File: src/rtl/neokeon_decrypt_core.sv
// NOEKEON-128 iterative decryptor: one inverse round per clock, working key derived internally.
// Latency: 19 cycles from accepted start to the outValid pulse (18 on a key-cache hit).
// No backpressure: starts arriving while busy are dropped; result held until the next one completes.
// Optional: define NEOKEON_KEY_CACHE_EN to keep the last key/working key and skip KEYPREP on a match.
module neokeon_decrypt_core #(
    parameter int         NROUNDS = 16,
    parameter logic [7:0] RC_INIT = 8'h80
) (
    input  logic         inClk,
    input  logic         inRstN,
    input  logic         inStart,
    input  logic [127:0] inKey,
    input  logic [127:0] inDataBlock,
    output logic         outBusy,
    output logic         outValid,
    output logic [127:0] outputData
);

    typedef enum logic [2:0] {
        ST_IDLE,
        ST_KEYPREP,
        ST_ROUND,
        ST_FINAL,
        ST_DONE
    } state_t;

    state_t        state_q, state_d;
    logic [4:0]    cnt_q, cnt_d;
    logic [127:0]  key_q, key_d;
    logic [127:0]  wk_q, wk_d;
    logic [127:0]  a_q, a_d;
    logic [127:0]  dout_q, dout_d;
    logic          busy_q, busy_d;
    logic          vld_q, vld_d;
`ifdef NEOKEON_KEY_CACHE_EN
    logic          cache_vld_q, cache_vld_d;
`endif

    function automatic logic [31:0] rotl32(input logic [31:0] x, input int n);
        return (x << n) | (x >> (32 - n));
    endfunction

    // Column mix shared by both halves of Theta.
    function automatic logic [31:0] mix(input logic [31:0] t);
        return t ^ rotl32(t, 8) ^ rotl32(t, 24);
    endfunction

    function automatic logic [127:0] theta(input logic [127:0] k, input logic [127:0] a);
        logic [31:0] a0, a1, a2, a3, t;
        {a0, a1, a2, a3} = a;
        t  = mix(a0 ^ a2);
        a1 = a1 ^ t;
        a3 = a3 ^ t;
        a0 = a0 ^ k[127:96];
        a1 = a1 ^ k[95:64];
        a2 = a2 ^ k[63:32];
        a3 = a3 ^ k[31:0];
        t  = mix(a1 ^ a3);
        a0 = a0 ^ t;
        a2 = a2 ^ t;
        return {a0, a1, a2, a3};
    endfunction

    function automatic logic [127:0] pi1(input logic [127:0] a);
        return {a[127:96], rotl32(a[95:64], 1), rotl32(a[63:32], 5), rotl32(a[31:0], 2)};
    endfunction

    function automatic logic [127:0] pi2(input logic [127:0] a);
        return {a[127:96], rotl32(a[95:64], 31), rotl32(a[63:32], 27), rotl32(a[31:0], 30)};
    endfunction

    function automatic logic [127:0] gamma(input logic [127:0] a);
        logic [31:0] a0, a1, a2, a3, tmp;
        {a0, a1, a2, a3} = a;
        a1  = a1 ^ (~a3 & ~a2);
        a0  = a0 ^ (a2 & a1);
        tmp = a3;
        a3  = a0;
        a0  = tmp;
        a2  = a2 ^ a0 ^ a1 ^ a3;
        a1  = a1 ^ (~a3 & ~a2);
        a0  = a0 ^ (a2 & a1);
        return {a0, a1, a2, a3};
    endfunction

    // Round-constant ROM: RC[idx] = xtime^idx(RC_INIT), unrolled over a fixed bound.
    function automatic logic [7:0] rc_of(input logic [4:0] idx);
        logic [7:0] r;
        r = RC_INIT;
        for (int j = 1; j <= NROUNDS; j++) begin
            if (5'(j) <= idx) begin
                r = {r[6:0], 1'b0} ^ (r[7] ? 8'h1B : 8'h00);
            end
        end
        return r;
    endfunction

    function automatic logic [127:0] rc_mask(input logic [7:0] rc);
        return {24'h0, rc, 96'h0};
    endfunction

    function automatic logic [127:0] inv_round(input logic [127:0] a, input logic [127:0] wk,
                                               input logic [7:0] rc);
        return pi2(gamma(pi1(theta(wk, a) ^ rc_mask(rc))));
    endfunction

    // Next-state and datapath: sequences KEYPREP, 16 inverse rounds, final Theta and result hand-off.
    always_comb begin
        state_d = state_q;
        cnt_d   = cnt_q;
        key_d   = key_q;
        wk_d    = wk_q;
        a_d     = a_q;
        dout_d  = dout_q;
        busy_d  = busy_q;
        vld_d   = 1'b0;
`ifdef NEOKEON_KEY_CACHE_EN
        cache_vld_d = cache_vld_q;
`endif
        case (state_q)
            ST_IDLE: begin
                if (inStart) begin
                    key_d  = inKey;
                    a_d    = inDataBlock;
                    busy_d = 1'b1;
`ifdef NEOKEON_KEY_CACHE_EN
                    if (cache_vld_q && (inKey == key_q)) begin
                        state_d = ST_ROUND;
                        cnt_d   = 5'(NROUNDS);
                    end else begin
                        state_d = ST_KEYPREP;
                    end
`else
                    state_d = ST_KEYPREP;
`endif
                end
            end
            ST_KEYPREP: begin
                wk_d    = theta(128'h0, key_q);
                cnt_d   = 5'(NROUNDS);
                state_d = ST_ROUND;
`ifdef NEOKEON_KEY_CACHE_EN
                cache_vld_d = 1'b1;
`endif
            end
            ST_ROUND: begin
                if ((cnt_q == 5'd0) || (cnt_q > 5'(NROUNDS))) begin
                    // Unreachable count: abandon the block rather than run an undefined round.
                    state_d = ST_IDLE;
                    busy_d  = 1'b0;
                end else begin
                    a_d   = inv_round(a_q, wk_q, rc_of(cnt_q));
                    cnt_d = cnt_q - 5'd1;
                    if (cnt_q == 5'd1) begin
                        state_d = ST_FINAL;
                    end
                end
            end
            ST_FINAL: begin
                a_d     = theta(wk_q, a_q) ^ rc_mask(rc_of(5'd0));
                state_d = ST_DONE;
            end
            ST_DONE: begin
                dout_d  = a_q;
                vld_d   = 1'b1;
                busy_d  = 1'b0;
                state_d = ST_IDLE;
            end
            default: begin
                state_d = ST_IDLE;
                busy_d  = 1'b0;
            end
        endcase
    end

    // State, key, data and output registers; reset clears everything including the key cache.
    always_ff @(posedge inClk or negedge inRstN) begin
        if (!inRstN) begin
            state_q <= ST_IDLE;
            cnt_q   <= 5'd0;
            key_q   <= 128'h0;
            wk_q    <= 128'h0;
            a_q     <= 128'h0;
            dout_q  <= 128'h0;
            busy_q  <= 1'b0;
            vld_q   <= 1'b0;
`ifdef NEOKEON_KEY_CACHE_EN
            cache_vld_q <= 1'b0;
`endif
        end else begin
            state_q <= state_d;
            cnt_q   <= cnt_d;
            key_q   <= key_d;
            wk_q    <= wk_d;
            a_q     <= a_d;
            dout_q  <= dout_d;
            busy_q  <= busy_d;
            vld_q   <= vld_d;
`ifdef NEOKEON_KEY_CACHE_EN
            cache_vld_q <= cache_vld_d;
`endif
        end
    end

    assign outBusy    = busy_q;
    assign outValid   = vld_q;
    assign outputData = dout_q;

endmodule

File: config.mk
export PLATFORM = sky130hd
export DESIGN_NAME = neokeon_decrypt_core
export DESIGN_NICKNAME = d
export VERILOG_FILES = /design/src/rtl/neokeon_decrypt_core.sv
export SDC_FILE = /design/constraint.sdc
export NUM_CORES = 1
export LEC_CHECK = 0
export BUFFER_PORTS_ARGS = -buffer_cell sky130_fd_sc_hd__buf_2
export CAP_MARGIN = 20
export CORE_ASPECT_RATIO = 1.5
export CORE_UTILIZATION = 54
export DETAILED_ROUTE_END_ITERATION = 7
export PLACE_DENSITY = 0.85
export SYNTH_ARGS = -nofsm -noshare
export SYNTH_HDL_FRONTEND = slang
export SYNTH_SLANG_ARGS = --single-unit
export TNS_END_PERCENT = 5
File: constraint.sdc
create_clock -name inClk -period 5.6 [get_ports inClk]
set_input_delay 0.56 -clock inClk [delete_from_list [all_inputs] [get_ports inClk]]
set_output_delay 0.56 -clock inClk [all_outputs]
set_load 0.05 [all_outputs]
==> results.txt <==
CTS tree: yes
Avg WL per Cell: 26.1 um
grt met3 use: 0.0711
complex-gate fraction of the synthesized area: 0.157
GR Util met2: 0.612
CP max stage delay: 0.55 ns
Crit-path slowest cell: or4b_4
crit-path most repeated cell: buf_4
Post-Synthesis Cells: 3578
worst-margin pin slew: 1.17 ns
FFs w/ async S/R, synth: 1.00
PortBufs: 388
Total GRT Usage: 0.389
Setup WS pre-CTS: -0.373 ns
Yosys warning count: 0
Max-Cap Viols: 0
CP top delay family: simple AND/OR/NAND/NOR gates
1st-iter DRT viols: 3218
Routability Congestion: 1.04
initial antenna violation count: 7
final worst setup slack: -0.252 ns
global-route wire length before repair: 187000 um
CP Class: reg2reg
final setup TNS: -2.64 ns
mapped cell area: 34500 um2
fin crit period: 5.85 ns
FF+latch area: 13100 um2
Critical Path RT: 6.10 ns
Slew HR: 0.215
Post-Synth XOR/XNOR Area: 0.228
Reg-to-Reg End: a_q[97]
Clock Root Buffer: clkbuf_16
largest fanout on the critical path: 8
simple-gate area share of the yosys netlist: 0.103
boundary pin count: 389
most common flop cell mapped by yosys: dfrtp_1
die area: 64900 um2
share of post-route cells with drive strength above 1: 0.262
Synth Net Count: 3878
CTS clk-pin slew, worst paths: 0.07 ns
Pre-Repair DR Iteration Count: 6
Vias/cell: 6.14
die width: 208 um
proportion of synthesized area in mux cells: 0.0927
# nets final: 4350
Clock Path Buffers: 3
CP Depth: 27
register area share after synthesis: 0.379
most common cell after layout, fill and taps aside: xnor2_1
Placeable Area: 63200 um2
most frequent cells in the layout: xnor2_1, dfrtp_1, buf_2, o21ai_0, nand2_1
flops & latches, synth: 522
Critical Path Source: cnt_q[0]
fmax: 0.171 GHz
worst min-delay path class: in2reg
RSZ-0062 raised after global routing: yes
CP endpoint: a_q[97]
Vias: 30000
startpoint types: flip-flop
Critical Path AT: 6.35 ns
sum of buffers and inverters on the critical path: 7
clk sink count: 522
Fill cells: 5118
DRT antenna net count: 0
reg2reg start: cnt_q[0]
CTS Buf Count: 50
status: finished with violations
failing checks: setup timing
fin crit share: 1.04
total gr overflow: 0
post-synthesis adder-cell area fraction: 0.0149
Die H: 312 um
met1 GRT Util: 0.474
DP Wirelength: 99600 um
DRC errors left: 0
final slew viol count: 0
H-tree levels: 2
area of the multi-input gates: 20900 um2
Layout area overhead: 18.0%
Worst Reg2Reg Path Length in Cells: 27
largest net degree at the start of global routing: 186
Critical Path End Type: flip-flop
final setup violating endpoints: 26
grt peak-use layer: met2
post-synthesis cell type count: 110
Worst Skew: 0.0290 ns
Initial Util: 0.546
vias in the first global route: 29200
Routed WL: 128000 um
Post-synth EDFFs: 0
syn_area_per_cell: 9.64 um2
worst-skew pair later-pin latency: 0.63 ns
Hold Violations, Final: 0
reg-to-reg slack, setup: -0.25 ns
Rows: 113
largest family of logic cells by synthesized area: XOR/XNOR gates
## final cells by class
type / instances / area share
sequential: 522 / 0.321
timing repair buffer: 606 / 0.0913
clock buffer: 70 / 0.0358
inverter: 41 / 0.00378
clock inverter: 19 / 0.00925
tap: 805 / 0.0248
multi-input combinational: 2829 / 0.514
antenna: 3 / 0.000184
## per-stage QoR
step	util	instance area [um2]	instances	hold WS (ns)
after floorplan	-	34600	3578	0.264
after global placement	0.608	38400	4787	0.484
after detailed placement	0.608	38400	4787	0.490
after CTS	0.642	40600	4890	0.136
after global routing	0.644	40700	4895	0.152
final	0.644	40700	4895	0.151
## flip-flops by register name, indices dropped and copies added (netlist names)
register    flops
outValid        1
a_q           128
key_q         128
outBusy         1
wk_q          128
outputData    128
cnt_q           5
state_q         3
## worst min-delay path by stage
| stage | startpoint | to | slack [ns] | depth (start not counted) |
|---|---|---|---|---|
| finish | inKey[73] | key_q[73] | 0.15 | 2 |
| floorplan | inRstN | a_q[0] | 0.26 | 0 |
| global placement | wk_q[12] | wk_q[12] | 0.48 | 2 |
| detailed placement | outputData[6] | outputData[6] | 0.49 | 1 |
| CTS | inKey[73] | key_q[73] | 0.14 | 2 |
| global route | inKey[14] | key_q[14] | 0.15 | 2 |
## layer usage
metal  up-vias  share of wire
met5         -        0.00031
met4         6          0.090
met3       435          0.087
met2      1592           0.46
met1     14600           0.37
li1      13400              -
## synth_stat cells, drive strengths merged, types with 5 or more instances
cell,n,area (um2)
xnor2,630,5530
dfrtp,522,13100
o21ai,353,1780
nand2,321,1210
mux2,261,2940
xor2,254,2230
nor2,190,726
a21oi,173,892
clkbuf,147,553
nor3,68,363
nand3,65,325
a31oi,54,338
a211oi,49,420
ha,41,513
inv,41,154
buf,39,221
o211ai,36,275
nor2b,28,175
o22ai,27,175
mux2i,23,234
a311oi,20,175
a221oi,17,185
a21o,16,120
and3,15,93.8
or3,15,98.8
nand2b,13,81.3
a22oi,10,88.8
o31ai,10,98.8
a211o,8,70.1
nand4,8,50.1
a2111oi,7,149
nor4b,7,73.8
nor4,6,80.1
o21a,6,45.0
o311a,6,60.1
o31a,6,52.6
and2,5,31.3
nor3b,5,37.5
o2111ai,5,43.8
o21bai,5,37.5
o221ai,5,56.3
## cell families after synthesis
logic type / count (synthesis)
AO/OA/AOI/OAI: 847
XOR/XNOR: 888
adder cells (fa/ha/maj): 41
buffers and inverters: 227
flip-flops: 522
multiplexers: 285
AND/OR/NAND/NOR: 768
## timing repair
| item | 4_1_cts | 5_1_grt |
|---|---|---|
| buffers inserted | 14 | 1 |
| pin swaps | 37 | 11 |
| gates resized for setup | 46 | 19 |
| endpoints found under the hold margin | 82 | 0 |
| hold buffers | 1 | 0 |
| endpoints found under the setup margin | 31 | 32 |
Power is left out: the tool's default activity adds up to more than one toggle a clock period on the data nets, which glitch-free logic cannot reach.
